**config.mk**
```make
export PLATFORM = sky130hd
export DESIGN_NAME = pdm_sequencer
export DESIGN_NICKNAME = d
export VERILOG_FILES = /design/src/rtl/pdm_sequencer_pkg.sv /design/src/rtl/pdm_frame_timer.sv /design/src/rtl/pdm_sequencer.sv
export SDC_FILE = /design/constraint.sdc
export NUM_CORES = 1
export LEC_CHECK = 0
export CAP_MARGIN = 30
export CORE_ASPECT_RATIO = 1.4
export CORE_MARGIN = 2
export CORE_UTILIZATION = 55
export CTS_CLUSTER_DIAMETER = 30
export DETAILED_ROUTE_END_ITERATION = 6
export DONT_BUFFER_PORTS = 1
export PLACE_DENSITY = 0.66
export RECOVER_POWER = 50
export SLEW_MARGIN = 20
export SYNTH_ARGS = -nofsm -noshare
export SYNTH_HDL_FRONTEND = slang
export SYNTH_SLANG_ARGS = --single-unit
```
**constraint.sdc**
```tcl
create_clock -name clk -period 2.43 [get_ports clk]
set_clock_uncertainty 0.05 [all_clocks]
set_input_delay 0.1215 -clock clk [delete_from_list [all_inputs] [get_ports clk]]
set_output_delay 0.1215 -clock clk [all_outputs]
set_load 0.005 [all_outputs]
```
**src/rtl/pdm_sequencer_pkg.sv**
```systemverilog
// Shared defaults and FSM state type for the PDM level sequencer.
package pdm_sequencer_pkg;

    localparam int unsigned LEVEL_W_DEF   = 5;
    localparam int unsigned DEPTH_DEF     = 8;
    localparam int unsigned FRAME_LEN_DEF = 64;

    typedef enum logic [1:0] {
        StIdle  = 2'd0,
        StIssue = 2'd1,
        StHold  = 2'd2
    } seq_state_e;

endpackage

```
**src/rtl/pdm_frame_timer.sv**
```systemverilog
// Loadable down-counter that paces level writes; zero flags end of a frame.
module pdm_frame_timer #(
    parameter int unsigned CNT_W = 6
) (
    input  logic             clk,
    input  logic             reset_n,
    input  logic             load,
    input  logic [CNT_W-1:0] load_val,
    input  logic             dec,
    output logic             zero
);

    logic [CNT_W-1:0] count_q;

    always_ff @(posedge clk or negedge reset_n) begin
        if (!reset_n) begin
            count_q <= '0;
        end else if (load) begin
            count_q <= load_val;
        end else if (dec && (count_q != '0)) begin
            count_q <= count_q - 1'b1;
        end
    end

    assign zero = (count_q == '0);

endmodule

```
**src/rtl/pdm_sequencer.sv**
```systemverilog
// Plays a table of PDM levels, one write strobe every FRAME_LEN clocks, optionally looping.
module pdm_sequencer
    import pdm_sequencer_pkg::*;
#(
    parameter int unsigned LEVEL_W   = LEVEL_W_DEF,
    parameter int unsigned DEPTH     = DEPTH_DEF,
    parameter int unsigned FRAME_LEN = FRAME_LEN_DEF
) (
    input  logic                     clk,
    input  logic                     reset_n,
    input  logic                     cfg_we,
    input  logic [$clog2(DEPTH)-1:0] cfg_addr,
    input  logic [LEVEL_W-1:0]       cfg_data,
    input  logic [$clog2(DEPTH)-1:0] cfg_last,
    input  logic                     cfg_loop,
    input  logic                     start,
    input  logic                     stop,
    output logic                     pdm_we,
    output logic [LEVEL_W-1:0]       pdm_level,
    output logic                     busy,
    output logic [$clog2(DEPTH)-1:0] idx,
    output logic                     done
);

    localparam int unsigned AW    = $clog2(DEPTH);
    localparam int unsigned CNT_W = (FRAME_LEN > 2) ? $clog2(FRAME_LEN) : 1;

    seq_state_e         state_q;
    logic [AW-1:0]      last_q;
    logic               loop_q;
    logic [LEVEL_W-1:0] lvl_tab [DEPTH];
    logic               frame_zero;

    always_ff @(posedge clk or negedge reset_n) begin
        if (!reset_n) begin
            for (int i = 0; i < int'(DEPTH); i++) begin
                lvl_tab[i] <= '0;
            end
        end else if (cfg_we) begin
            lvl_tab[cfg_addr] <= cfg_data;
        end
    end

    // Hold spans FRAME_LEN-1 cycles so issue-to-issue spacing is exactly FRAME_LEN.
    pdm_frame_timer #(
        .CNT_W (CNT_W)
    ) u_frame_timer (
        .clk      (clk),
        .reset_n  (reset_n),
        .load     (state_q == StIssue),
        .load_val (CNT_W'(FRAME_LEN - 2)),
        .dec      (state_q == StHold),
        .zero     (frame_zero)
    );

    always_ff @(posedge clk or negedge reset_n) begin
        if (!reset_n) begin
            state_q   <= StIdle;
            idx       <= '0;
            last_q    <= '0;
            loop_q    <= 1'b0;
            pdm_we    <= 1'b0;
            pdm_level <= '0;
            done      <= 1'b0;
        end else begin
            pdm_we <= 1'b0;
            done   <= 1'b0;
            if (stop) begin
                state_q <= StIdle;
            end else begin
                unique case (state_q)
                    StIdle: begin
                        if (start) begin
                            state_q <= StIssue;
                            idx     <= '0;
                            last_q  <= cfg_last;
                            loop_q  <= cfg_loop;
                        end
                    end
                    StIssue: begin
                        // Table read lands at the same edge as any write, so the old value issues.
                        pdm_we    <= 1'b1;
                        pdm_level <= lvl_tab[idx];
                        state_q   <= StHold;
                    end
                    StHold: begin
                        if (frame_zero) begin
                            if (idx != last_q) begin
                                idx     <= idx + AW'(1);
                                state_q <= StIssue;
                            end else if (loop_q) begin
                                idx     <= '0;
                                state_q <= StIssue;
                            end else begin
                                done    <= 1'b1;
                                state_q <= StIdle;
                            end
                        end
                    end
                    default: state_q <= StIdle;
                endcase
            end
        end
    end

    assign busy = (state_q != StIdle);

endmodule

```
# Yosys cells after proc, flatten, opt, wreduce, memory -nomap -nowiden
# Index checks and enable logic that the tools add are counted.
dict set report word_totals {
  ff_bits 62
  inputBits 17
  output_inout_bits 11
  elab_cells 70
}
dict set report op_classes {
  addsub 2
  magnitude_cmp 3
  eq_ne 8
  n_mux 26
  bitwise 3
  n_reduce_logical 12
}
# op count
set ops {}
lappend ops {{40-bit bitwise mux} 1}
lappend ops {{5-bit binary-select mux with 3-bit select} 1}
lappend ops {{5-bit demux with 3-bit select} 1}
lappend ops {{5-bit 2-to-1 mux} 3}
lappend ops {{3-bit 2-to-1 mux} 4}
lappend ops {{6-bit 2-to-1 mux} 2}
lappend ops {{1-bit 2-to-1 mux} 9}
lappend ops {{3-bit inequality test (second input constant)} 3}
lappend ops {{4-bit >= comparator (second input constant)} 2}
lappend ops {{3-bit inverter with 4-bit output} 2}
lappend ops {{6-bit logical NOT} 1}
lappend ops {{2-bit 2-to-1 mux} 3}
lappend ops {{2-bit one-hot mux with 3 select lines} 1}
lappend ops {{3-bit one-hot mux with 2 select lines} 1}
lappend ops {{2-bit nonzero test} 3}
lappend ops {{6-bit nonzero test} 1}
lappend ops {{6-bit by 1-bit subtractor with 6-bit output (second input constant)} 1}
lappend ops {{5-bit AND reduction} 1}
lappend ops {{4-bit by 1-bit < comparator with 1-bit output (second input constant)} 1}
lappend ops {{2-bit inequality test (second input constant)} 2}
lappend ops {{2-bit AND reduction} 2}
lappend ops {{3-bit by 1-bit adder with 3-bit output (second input constant)} 1}
lappend ops {{3-bit inequality test} 1}
lappend ops {{3-bit AND reduction} 1}
lappend ops {{5 further kinds} 6}

# Longest topological paths before layout
# Gate-level depths: netlist of run 1.
dict set report logic_depth {
  word_depth 6
  mapped_depth 6
  ltp_nobuf 6
}

# Hierarchy
# From an unflattened synthesis of run 1, not the netlist that was laid out.
dict set report unflattened {
  cells_unflattened 240
  hier_area_um2 3004.1
}
# module instances cells_per_inst area_per_inst_um2 seq_area_each_um2
set by_module_without_submodules {}
lappend by_module_without_submodules {pdm_sequencer 1 196 2608.8 1401.3}
lappend by_module_without_submodules {pdm_frame_timer 1 44 395.4 150.1}

# Least setup slack after synthesis of run 1
# OpenSTA, ideal clock, no wires.
dict set report synth_timing {
  path_type {reg-to-reg}
  from {reg u_frame_timer.count_q[0]}
  to {reg idx[1]}
  setup_ns 0.079
  t_arrival_ns 1.691
  required_ns 2.301
  setup_slack_ns 0.609
  path_stages_with_launch 7
  n_path_buf 0
  synth_period_minus_slack_ns 1.821
  path_cell_list {dfrtp_1 > inv_1 > ha_1 > or4b_4 > o21a_1 > a211oi_4 > mux2i_1}
}
dict set report synth_via {
  elab_chain_len 3
}
# element line_no
set synth_rtl {}
lappend synth_rtl {{start: declaration} pdm_frame_timer.sv:13} ;# logic [CNT_W-1:0] count_q;
lappend synth_rtl {{start signal: assignment} pdm_frame_timer.sv:19} ;# count_q <= load_val;
lappend synth_rtl {{start signal: assignment} pdm_frame_timer.sv:21} ;# count_q <= count_q - 1'b1;
lappend synth_rtl {{6-bit logical NOT} pdm_frame_timer.sv:25} ;# assign zero = (count_q == '0);
lappend synth_rtl {{2-bit inequality test (no line)} -}
lappend synth_rtl {{5-bit AND reduction (no line)} -}
lappend synth_rtl {{end signal: assignment} pdm_sequencer.sv:89} ;# idx <= idx + AW'(1);
lappend synth_rtl {{end: declaration} pdm_sequencer.sv:21} ;# output logic [$clog2(DEPTH)-1:0] idx,
# No other way between the ends.
# A chain may end at the register's enable or synchronous reset.

# Worst setup path after layout of run 1
# Ends and elaborated chain as after synthesis.

==> results.json, run 1 <==
{
  "status": "complete, no violations",
  "setup_viol": 0,
  "final_layout_size_suffix_gt1_share_pct": 31.0,
  "die-area_um2": 5750,
  "cts-resized-gates": 0,
  "clock_latency_ns": 0.32,
  "routed_wl_um": 5530,
  "synth_top_area_share_pct": 54.7,
  "seq_area_um2": 1550,
  "cp_data_arrival_time_ns": 2.18,
  "ys_async_sr_fraction_pct": 100,
  "start_kind": "flip-flop",
  "fillers": 379,
  "fmax_mhz": 505,
  "cp_top_family": "simple AND/OR/NAND/NOR gates",
  "clock_path_buffers": 2,
  "grt_pass1_vias": 1921,
  "synth_flop_cell": "dfrtp_1",
  "diodes": 0,
  "slew_headroom_pct": 1.62,
  "slowest_delay_ns": 0.49,
  "cts_sinks": 62,
  "path_class": "reg -> reg",
  "cts_tree": "done",
  "place.gp.congestion": 0.763,
  "power_density_nw_per_um2": 872,
  "synth_top_area_cell": "dfrtp_1",
  "synth_edf_count": 0,
  "finalHoldViolCount": 0,
  "worstPathCellList": "inv_1 > ha_1 > or4b_4 > o21a_1 > a211oi_4 > mux2i_1",
  "multiInputGateArea_um2": 1240,
  "drt_iter0_markers": 87,
  "cts_buffers": 9,
  "yosys-top-cells-count": "62 x dfrtp_1, 36 x mux2_2, 16 x nand2_1",
  "io_pins": 28,
  "min_from": "stop",
  "synth.distinct_cells": 35,
  "crit_buf_inv": 1,
  "required_ns": 2.63,
  "fp.dieW_um": 64.7,
  "synth_area_um2": 2840,
  "cp-startpoint": "u_frame_timer.count_q[0]",
  "core_um2": 4920,
  "start_util_pct": 57.7,
  "grt_antenna_before_repair": 0,
  "critical_path.max_fanout": 5,
  "p_leak_uw": 0.00134,
  "cts.reportedPaths.clkPinSlew_ns": 0.07,
  "synthCells": 206,
  "syn-mean-instance-area_um2": 13.8,
  "drv_slew": 0,
  "cap_viol_max_count": 0,
  "wire_per_inst_um": 18.7,
  "cts_setup_buffers": 0,
  "grt_pass1_wl_um": 9240,
  "via_per_inst": 5.89,
  "dr.pass1.iters": 4,
  "cp-end-kind": "flip-flop",
  "layout.nets": 247,
  "worst_pin_slew_ns": 1.48,
  "synth_most_common_cell": "dfrtp_1",
  "yosys_warnings": 0,
  "drc": 0,
  "r2r_start": "u_frame_timer.count_q[0]",
  "vdd_drop_max_mv": 0.649,
  "grt_overflow": 0,
  "final.min_clock_period_ns": 1.98,
  "portBuffers": 0,
  "rsz0062_at_grt": "no",
  "fin_crit_sh_pct": 81.4,
  "slowest_stage": "or4b_4",
  "holdCritPathClass": "in -> reg",
  "ys_seq_elements": 62,
  "syn_nets": 226,
  "die_y_um": 89.0,
  "final_core_util_pct": 66.1,
  "grt_max_degree": 63,
  "vias": 1742,
  "rows": 30,
  "h-tree-depth": 3,
  "synth_seq_area_share_pct": 54.7,
  "grtUsageTotal_pct": 21.9,
  "setup_tns_ns": 0,
  "cts-root-buf": "clkbuf_8",
  "synth_area_leaders": "dfrtp_1 55%, mux2_2 14%, mux4_2 7.9%",
  "post-dp-hpwl_um": 3860,
  "synthToLayoutAreaGrowth_pct": 14.7,
  "drtAntennaViolNets": 0
}
-- through the flow --
stage                     cell area [um^2]  power [uW]  cells  hold slack (ns)  setup WS (ns)
after floorplan                       2840        1730    206           -0.224          0.609
after global placement                2920        1790    268           -0.223          0.551
after detailed placement              2920        1840    268           -0.222          0.460
after CTS                             3270        2870    296           0.0242          0.453
after global routing                  3250        2990    296           0.0258          0.351
final                                 3250        2840    296           0.0334          0.452
-- layout make-up --
cell class / count / share of cell area, %
flip-flops and latches: 62 / 47.7
multi-input cells: 133 / 38.2
clock buffers: 12 / 4.46
repair buffers: 16 / 4.46
well taps: 64 / 2.46
clock inverters: 4 / 2.15
inverters: 5 / 0.577
-- what timing repair did --
item / in CTS / in global routing
hold buffers: 12 / 0
setup endpoints to repair: 0 / 0
endpoints found under the hold margin: 110 / 0
-- worst reg2reg max path, delay by kind of cell, from the launching register on --
kind,cells,cell delay (ns)
buffers and inverters,1,0.10
AO/OA/AOI/OAI,2,0.48
flip-flops,1,0.41
adder cells (fa/ha/maj),1,0.16
multiplexers,1,0.22
AND/OR/NAND/NOR,1,0.49
-- metal layers --
layer / up-vias / GRT usage [%] / routed length, um
li1: 801 / - / -
met1: 902 / 25.8 / 2190
met2: 31 / 39.0 / 3050
met3: 8 / 5.42 / 207
met4: 0 / 8.12 / 82
met5: - / 0 / 0
-- state kept, by name (all words and copies together) (netlist names) --
signal,count
lvl_tab,40
idx,3
loop_q,1
u_frame_timer.count_q,6
last_q,3
state_q,2
done,1
pdm_level,5
pdm_we,1
-- logic make-up after synthesis --
| family | Yosys count | synth area share, % |
|---|---|---|
| mux | 55 | 25.8 |
| fa+ha+maj | 3 | 1.32 |
| compound gates | 18 | 4.41 |
| flops | 62 | 54.7 |
| simple gates | 51 | 10.4 |
| xor+xnor | 6 | 1.85 |
| buf+inv | 11 | 1.50 |
-- power by group --
part	switching, uW	total (uW)	internal, uW
sequential	149	1410	1260
clock	372	975	603
combinational	190	447	257
total	711	2840	2120
-- final timing paths --
| check | endpoint | slack, ns | cells after the start |
|---|---|---|---|
| min in group asynchronous | last_q[2] | 0.65 | 2 |
| max reg2reg | idx[1] | 0.45 | 6 |
| max | idx[1] | 0.45 | 6 |
| min reg2reg | lvl_tab[33] | 0.44 | 1 |
| max in group asynchronous | lvl_tab[8] | 0.80 | 2 |
| min | state_q[0] | 0.03 | 3 |
-- cell usage in the layout (no fill, tap or decap), types with 5 or more instances in the layout --
cell type / synthesis / routed
clkbuf_8: 0 / 10
a31oi_1: 5 / 5
mux2_2: 36 / 36
nand2_1: 16 / 16
dfrtp_1: 62 / 62
mux4_2: 10 / 10
inv_1: 5 / 5
xor2_1: 6 / 6
dlygate4sd3_1: 0 / 11
mux2_1: 8 / 8
nor2_1: 8 / 8
No activity file was read; power rests on OpenSTA's default activity.
==> run 2: changes to the inputs <==
--- a/config.mk
+++ b/config.mk
@@ -12,7 +12,7 @@
 export CTS_CLUSTER_DIAMETER = 30
 export DETAILED_ROUTE_END_ITERATION = 6
 export DONT_BUFFER_PORTS = 1
-export PLACE_DENSITY = 0.66
+export PLACE_DENSITY = 0.69
 export RECOVER_POWER = 50
 export SLEW_MARGIN = 20
 export SYNTH_ARGS = -nofsm -noshare
==> constraint.sdc (replaced) <==
create_clock -name clk -period 1.8 [get_ports clk]
set_clock_uncertainty 0.05 [all_clocks]
set_input_delay 0.09 -clock clk [delete_from_list [all_inputs] [get_ports clk]]
set_output_delay 0.09 -clock clk [all_outputs]
set_load 0.005 [all_outputs]
==> results.json, run 2 (synthesis results as in run 1) <==
{
  "status": "complete, but fails checks",
  "violations": "setup timing",
  "critical_path.max_fanout": 3,
  "place.gp.congestion": 0.802,
  "cp_data_arrival_time_ns": 2.04,
  "finalHoldViolCount": 0,
  "cp-end-kind": "flip-flop",
  "vdd_drop_max_mv": 0.711,
  "grt_overflow": 0,
  "required_ns": 1.96,
  "cts_sinks": 62,
  "synthToLayoutAreaGrowth_pct": 20.4,
  "rsz0062_at_grt": "yes",
  "drt_iter0_markers": 80,
  "drtAntennaViolNets": 0,
  "die_y_um": 89.0,
  "clock_path_buffers": 2,
  "cts-root-buf": "clkbuf_8",
  "path_class": "reg -> reg",
  "drv_slew": 0,
  "final_layout_size_suffix_gt1_share_pct": 36.8,
  "start_util_pct": 57.7,
  "start_kind": "flip-flop",
  "holdCritPathClass": "in -> reg",
  "routed_wl_um": 5950,
  "slew_headroom_pct": 12.0,
  "core_um2": 4920,
  "worst_pin_slew_ns": 1.32,
  "p_leak_uw": 0.00141,
  "drc": 0,
  "post-dp-hpwl_um": 4090,
  "power_density_nw_per_um2": 1170,
  "cts_tree": "done",
  "fin_ws_ns": -0.0781,
  "top_register": "lvl_tab",
  "min_from": "cfg_addr[2]",
  "fin_crit_sh_pct": 104,
  "layout.cells.non_filler": 311,
  "cap_viol_max_count": 0,
  "h-tree-depth": 3,
  "post-place-cells": 275,
  "fillers": 350,
  "grt_max_degree": 63,
  "cts_buffers": 9,
  "r2r_end": "u_frame_timer.count_q[3]",
  "dr.pass1.iters": 4,
  "layout.nets": 262,
  "cp_top_family": "simple AND/OR/NAND/NOR gates",
  "cts.reportedPaths.clkPinSlew_ns": 0.06,
  "final_common_cell": "dfrtp_1",
  "grt_pass1_vias": 1938,
  "portBuffers": 0,
  "rrSetupSlack_ns": -0.08,
  "rows": 30,
  "largest_register_ffs": 40,
  "fmax_mhz": 532,
  "setup_viol": 4,
  "clock_latency_ns": 0.33,
  "min_to": "lvl_tab[25]",
  "diodes": 0,
  "largestRegisters": "lvl_tab (40), u_frame_timer.count_q (6), pdm_level (5)",
  "worst_r2r_path_depth": 7,
  "vias": 1838,
  "whs_path_depth": 2,
  "via_per_inst": 5.91,
  "r2r_start": "u_frame_timer.count_q[1]",
  "final.min_clock_period_ns": 1.88,
  "fp.dieW_um": 64.7,
  "slowest_stage": "or4b_4",
  "slowest_delay_ns": 0.47,
  "final_cell_mix": "62 x dfrtp_1, 36 x mux2_2, 16 x nand2_1",
  "die-area_um2": 5750,
  "worstPathCellList": "inv_2 > ha_4 > or4b_4 > buf_6 > o211ai_1 > xor2_1 > nand2_1",
  "whs_ns": 0.0198,
  "grt_pass1_wl_um": 9740,
  "grt_antenna_before_repair": 0,
  "wire_per_inst_um": 19.1,
  "setup_tns_ns": -0.158,
  "crit_buf_inv": 2,
  "grtUsageTotal_pct": 23.4,
  "io_pins": 28
}
[run 2: cell types whose count changed in the layout (fill, tap and decap cells not counted), moves of 2 or more]
| cell | previous run | this run |
|---|---|---|
| inv_2 | 0 | 2 |
| inv_1 | 5 | 3 |
| dlygate4sd3_1 | 11 | 13 |
| buf_4 | 4 | 15 |
[run 2: worst register-to-register path, stage by stage (launching register included)]
cell and delay [ns]:
dfrtp_1 0.38, inv_2 0.08, ha_4 0.13, or4b_4 0.47
buf_6 0.14, o211ai_1 0.25, xor2_1 0.18, nand2_1 0.07
[run 2: how the worst max path moves through the flow]
stage                          endpoint                startpoint  depth (start not counted)
6_report       u_frame_timer.count_q[3]  u_frame_timer.count_q[1]                          7
5_1_grt        u_frame_timer.count_q[3]  u_frame_timer.count_q[1]                          7
4_1_cts                          idx[1]  u_frame_timer.count_q[0]                          6
3_5_place_dp   u_frame_timer.count_q[3]  u_frame_timer.count_q[0]                          7
3_3_place_gp   u_frame_timer.count_q[3]  u_frame_timer.count_q[0]                          7
2_1_floorplan                    idx[1]  u_frame_timer.count_q[0]                          6
[run 2: cell type report]
cell class	count	area (um^2)	share of cell area (%)
Clock buffer	12	145	4.25
Tap cell	64	80.1	2.35
Sequential cell	62	1550	45.4
Inverter	5	18.8	0.550
Timing Repair Buffer	31	279	8.17
Clock inverter	4	70.1	2.05
Multi-Input combinational cell	133	1270	37.2
[run 2: what timing repair did]
action                                  4_1_cts  5_1_grt
endpoints found under the setup margin        8        9
hold endpoints to repair                    111        1
resized for setup                             4        4
setup buffers                                 3        3
cloned                                        0        0
hold buffers                                 12        2
pin swaps                                     2        5
[run 2: power by group]
group	total [uW]	switching (uW)	leakage, uW	internal [uW]
sequential	1900	192	0.000739	1710
clock	1310	500	0.000110	813
combinational	793	326	0.000564	467
total	4010	1020	0.00141	2990
[run 2: per-layer routing]
layer  up-vias  global-route usage, %  share of wire, %
met1       964                   26.5                39
met5         -                      0                 0
met2        36                   41.1                55
met4         0                   9.86               2.0
li1        829                      -                 -
met3         9                   7.56               3.7
[run 2: through the flow]
stage / power [uW] / worst slack (ns) / area, um^2 / util, %
3_3_place_gp: 2470 / -0.0223 / 2990 / 60.7
4_1_cts: 4000 / -0.128 / 3370 / 68.6
2_1_floorplan: 2330 / -0.0207 / 2840 / -
3_5_place_dp: 2550 / -0.124 / 2990 / 60.7
5_1_grt: 4230 / -0.156 / 3410 / 69.4
6_report: 4010 / -0.0781 / 3410 / 69.4
